--- src/rtl/synapse_accum.sv ---
// synapse_accum: integrates presynaptic spikes through signed weights into a
// decaying, saturating 8-bit current feeding the lif neuron.
module synapse_accum #(
    parameter int N_IN        = 4,
    parameter int DECAY_SHIFT = 2,
    localparam int AW = (N_IN > 1) ? $clog2(N_IN) : 1,
    localparam int SW = 8 + $clog2(N_IN) + 1,
    localparam int RW = SW + 1
) (
    input  logic            clk,
    input  logic            rst_n,
    input  logic            en,
    input  logic [N_IN-1:0] spike_in,
    input  logic            wr_en,
    input  logic [AW-1:0]   wr_addr,
    input  logic [7:0]      wr_data,
    output logic [7:0]      current,
    output logic            sat_hi,
    output logic            sat_lo
);
    logic [7:0]    weight [N_IN];
    logic [SW-1:0] sum;
    logic [7:0]    decayed;
    logic [RW-1:0] raw;
    logic          neg;
    logic          over;

    // Out-of-range addresses never match any index, so they write nothing.
    always_ff @(posedge clk or negedge rst_n) begin
        if (!rst_n) begin
            for (int i = 0; i < N_IN; i++) weight[i] <= '0;
        end else begin
            for (int i = 0; i < N_IN; i++)
                if (wr_en && wr_addr == AW'(i)) weight[i] <= wr_data;
        end
    end

    always_comb begin
        sum = '0;
        for (int i = 0; i < N_IN; i++)
            if (spike_in[i]) sum = sum + {{(SW-8){weight[i][7]}}, weight[i]};
    end

    // One extra bit over the sum covers decayed (up to 255) plus the widest sum.
    assign decayed = current - (current >> DECAY_SHIFT);
    assign raw     = {{(RW-8){1'b0}}, decayed} + {sum[SW-1], sum};
    assign neg     = raw[RW-1];
    assign over    = !neg && |raw[RW-2:8];

    always_ff @(posedge clk or negedge rst_n) begin
        if (!rst_n) begin
            current <= '0;
            sat_hi  <= 1'b0;
            sat_lo  <= 1'b0;
        end else if (en) begin
            current <= neg ? 8'd0 : over ? 8'd255 : raw[7:0];
            sat_hi  <= over;
            sat_lo  <= neg;
        end else begin
            sat_hi  <= 1'b0;
            sat_lo  <= 1'b0;
        end
    end
endmodule

--- config.mk ---
export PLATFORM = sky130hd
export DESIGN_NAME = synapse_accum
export DESIGN_NICKNAME = d
export VERILOG_FILES = /design/src/rtl/synapse_accum.sv
export SDC_FILE = /design/constraint.sdc
export NUM_CORES = 1
export LEC_CHECK = 0
export CAP_MARGIN = 20
export CORE_ASPECT_RATIO = 2
export CORE_UTILIZATION = 26
export DETAILED_ROUTE_END_ITERATION = 16
export PLACE_DENSITY = 0.51
export SYNTH_ARGS = -nofsm -noshare
export SYNTH_HDL_FRONTEND = slang
export SYNTH_SLANG_ARGS = --single-unit
--- constraint.sdc ---
create_clock -name clk -period 5.7 [get_ports clk]
set_input_delay 0.855 -clock clk [delete_from_list [all_inputs] [get_ports clk]]
set_output_delay 0.855 -clock clk [all_outputs]
set_load 0.05 [all_outputs]
==> flow_metrics.py <==
metrics = {
    "drt": {
        "first_pass_iters": 4,
        "drt_iter0_drc": 78,
        "wire_per_inst_um": 16.51,
        "dr_total_vias": 3953,
        "routed_wl_um": 13080,
        "ant_nets": 0,
        "via_per_inst": 4.991,
        "route.detailed.drc": 0,
    },
    "clocking": {
        "holdBufCountCts": 0,
        "cts_max_path_buffers": 2,
        "root_buffer": "clkbuf_16",
        "cts_sinks": 42,
        "cts.clk_slew.worst_paths_ps": 80,
        "numCtsBuffers": 5,
        "cts_tree": "yes",
        "insertion_delay_ps": 300,
        "htreeDepth": 2,
    },
    "sta": {
        "grt_setup_unrepaired": "yes",
        "finalCritPeriodShare": 1.032,
        "finClkSkew_ps": 9.217,
        "fmax_mhz": 170.0,
        "finalHoldViolations": 0,
        "worst_pin_slew_ps": 951.7,
        "fin_ws_ps": -183.4,
        "fin_setup_tns_ps": -1455,
        "layout_min_cycle_time_ps": 5883,
        "drv_slew": 0,
        "setup_violations": 9,
        "relSlewSlack": 0.3635,
    },
    "critical_path": {
        "r2r-end": "current[1]",
        "crit_path_frequent_cell": "ha_4",
        "rrSetupSlack_ps": 70,
        "worstSetupEndpointType": "register",
        "path_max_fanout": 9,
        "r2r_cells": 28,
        "worst-path-buf-inv": 4,
        "worst_ep_required_time_ps": 5840,
        "worstPathArrival_ps": 6020,
        "r2r-start": "weight[24]",
        "crit_type": "input pin to register",
        "crit_path_start_kind": "input pin",
        "slowest_delay_ps": 420,
        "cpMaxStageDelayCell": "or3_4",
        "critPathTopFamily": "compound AO/OA/AOI/OAI gates",
    },
    "grt": {
        "antenna_found_initial": 0,
        "gr-total-overflow": 0,
        "grt_pass1_vias": 4359,
        "grt_pass1_wl_um": 21400,
        "grt_max_degree": 43,
        "gr-usage-all-layers": 0.1656,
    },
    "floorplan": {
        "start_util": 0.2657,
        "die_h_um": 181.1,
        "core_mm2": 0.01570,
        "die_w_um": 91.55,
        "rows": 65,
        "ios": 28,
        "die_area_mm2": 0.01658,
    },
    "yosys": {
        "synth_cells": 438,
        "synth-compound-area-share": 0.2325,
        "synth_nets": 506,
        "synth_xor_area_frac": 0.05251,
        "synth_area_per_cell_um2": 9.521,
        "synth_top_family_by_area": "compound AO/OA/AOI/OAI gates",
        "ys_types": 71,
        "yosys_warnings": 0,
        "synth_top_area_cell": "dfrtp_1",
        "yosys.area_share.simple": 0.1404,
        "synth_mux_area_frac": 0.1212,
        "synth_flop_cell": "dfrtp_1",
        "synthArstFlopShare": 1.000,
        "synthAdderAreaFrac": 0.1590,
        "yosysTopAreaCellShare": 0.2520,
        "seq_area_frac_synth": 0.2520,
        "netlist_area_mm2": 0.004170,
        "yosys_register_bits": 42,
        "yosysMostFrequentCell": "ha_1",
        "yosys-top-cells-count": "ha_1 (45), mux2_2 (44), dfrtp_1 (42)",
        "synth_edf_count": 0,
        "synth_area_leaders": "dfrtp_1 (25%), ha_1 (14%), mux2_2 (12%), a21oi_1 (4.0%), xnor2_1 (3.8%)",
    },
    "place": {
        "gp_congestion": 0.8787,
        "dp_hpwl_um": 10380,
        "portBuffers": 27,
    },
    "layout": {
        "finish.utilization": 0.3975,
        "layout-drive-gt1-share": 0.4552,
        "fin_nets": 658,
        "syn2layout_area_growth_pct": 49.62,
        "n_antenna_cell": 0,
    },
    "status": {
        "outcome": "finished, violations left",
        "violations": "setup timing",
    },
    "flow_run": {
        "max_cap_violations": 0,
    },
    "worst_hold_path": {
        "hold_path_class": "input pin to asynchronous set/reset pin",
    },
}
[cell type report]
class,count,area (um^2)
well taps,201,251.5
flip-flops and latches,42,1051
multi-input cells,361,3407
clock inverters,3,23.77
fillers,1579,9457
inverters,25,93.84
repair buffers,155,1287
clock buffers,5,125.1
[through the flow]
step                hold slack (ps)  cell area, um^2  std cells  setup WS (ps)
finish                        400.2             6240        792         -183.4
global route                  419.9             6240        792         -354.7
CTS                           522.7             6097        789         -220.1
detailed placement            503.0             5540        763          -1295
global placement              490.6             5540        763          -1205
floorplan                     472.8             4302        438          7.537
[logic make-up after synthesis]
kind of cell | after synthesis
AO/OA/AOI/OAI | 132
multiplexers | 45
adder cells (fa/ha/maj) | 50
flip-flops | 42
buffers and inverters | 35
XOR/XNOR | 25
AND/OR/NAND/NOR | 109
[sequential cells by signal (all words and copies together), names as in the netlist]
signal / flops
sat_hi: 1
weight: 32
sat_lo: 1
current: 8
[repair_timing]
| action | in CTS | in global routing |
|---|---|---|
| gates resized for setup | 51 | 28 |
| endpoints found under the setup margin | 10 | 10 |
| pin swaps | 32 | 27 |
| gates cloned | 1 | 0 |
| setup buffers | 17 | 4 |
[routing by layer]
layer  vias up  routed length (um)  global-route usage  part of all wire
li1       1933                   -                   -                 -
met1      1929                4472              0.1457              0.34
met2        55                7670              0.3489              0.59
met3        36                 161            0.009259             0.012
met4         0                 773             0.09714             0.059
met5         -                   0                   0                 0
[layout by cell type (no fill, tap or decap), drive strengths merged, types with 3 or more instances in the layout]
cell / n
o211ai: 10
inv: 25
a21oi: 35
and2: 4
buf: 130
dfrtp: 42
clkbuf: 5
nand2b: 4
fa: 5
ha: 45
xor2: 7
o2111ai: 9
a2111oi: 3
nand3b: 4
a31oi: 3
o21ai: 25
or2: 4
o21bai: 5
clkdlybuf4s50: 25
or3: 4
xnor2: 18
mux2: 44
nor3b: 5
nand3: 10
a21o: 8
nor3: 7
nand2: 25
a211oi: 10
o21a: 6
nor2: 27
nor2b: 4
[worst max-delay path by stage]
stage / slack (ps) / cells past startpoint / from / endpoint
after floorplan: 8 / 27 / spike_in[0] / current[3]
after global placement: -1210 / 28 / spike_in[0] / current[0]
after detailed placement: -1300 / 28 / spike_in[0] / current[5]
after CTS: -220 / 30 / spike_in[0] / current[7]
after global routing: -350 / 30 / spike_in[0] / current[1]
final: -180 / 30 / spike_in[0] / current[1]
Power is left out: the tool's default activity adds up to more than one toggle a clock period on the data nets, which glitch-free logic cannot reach.
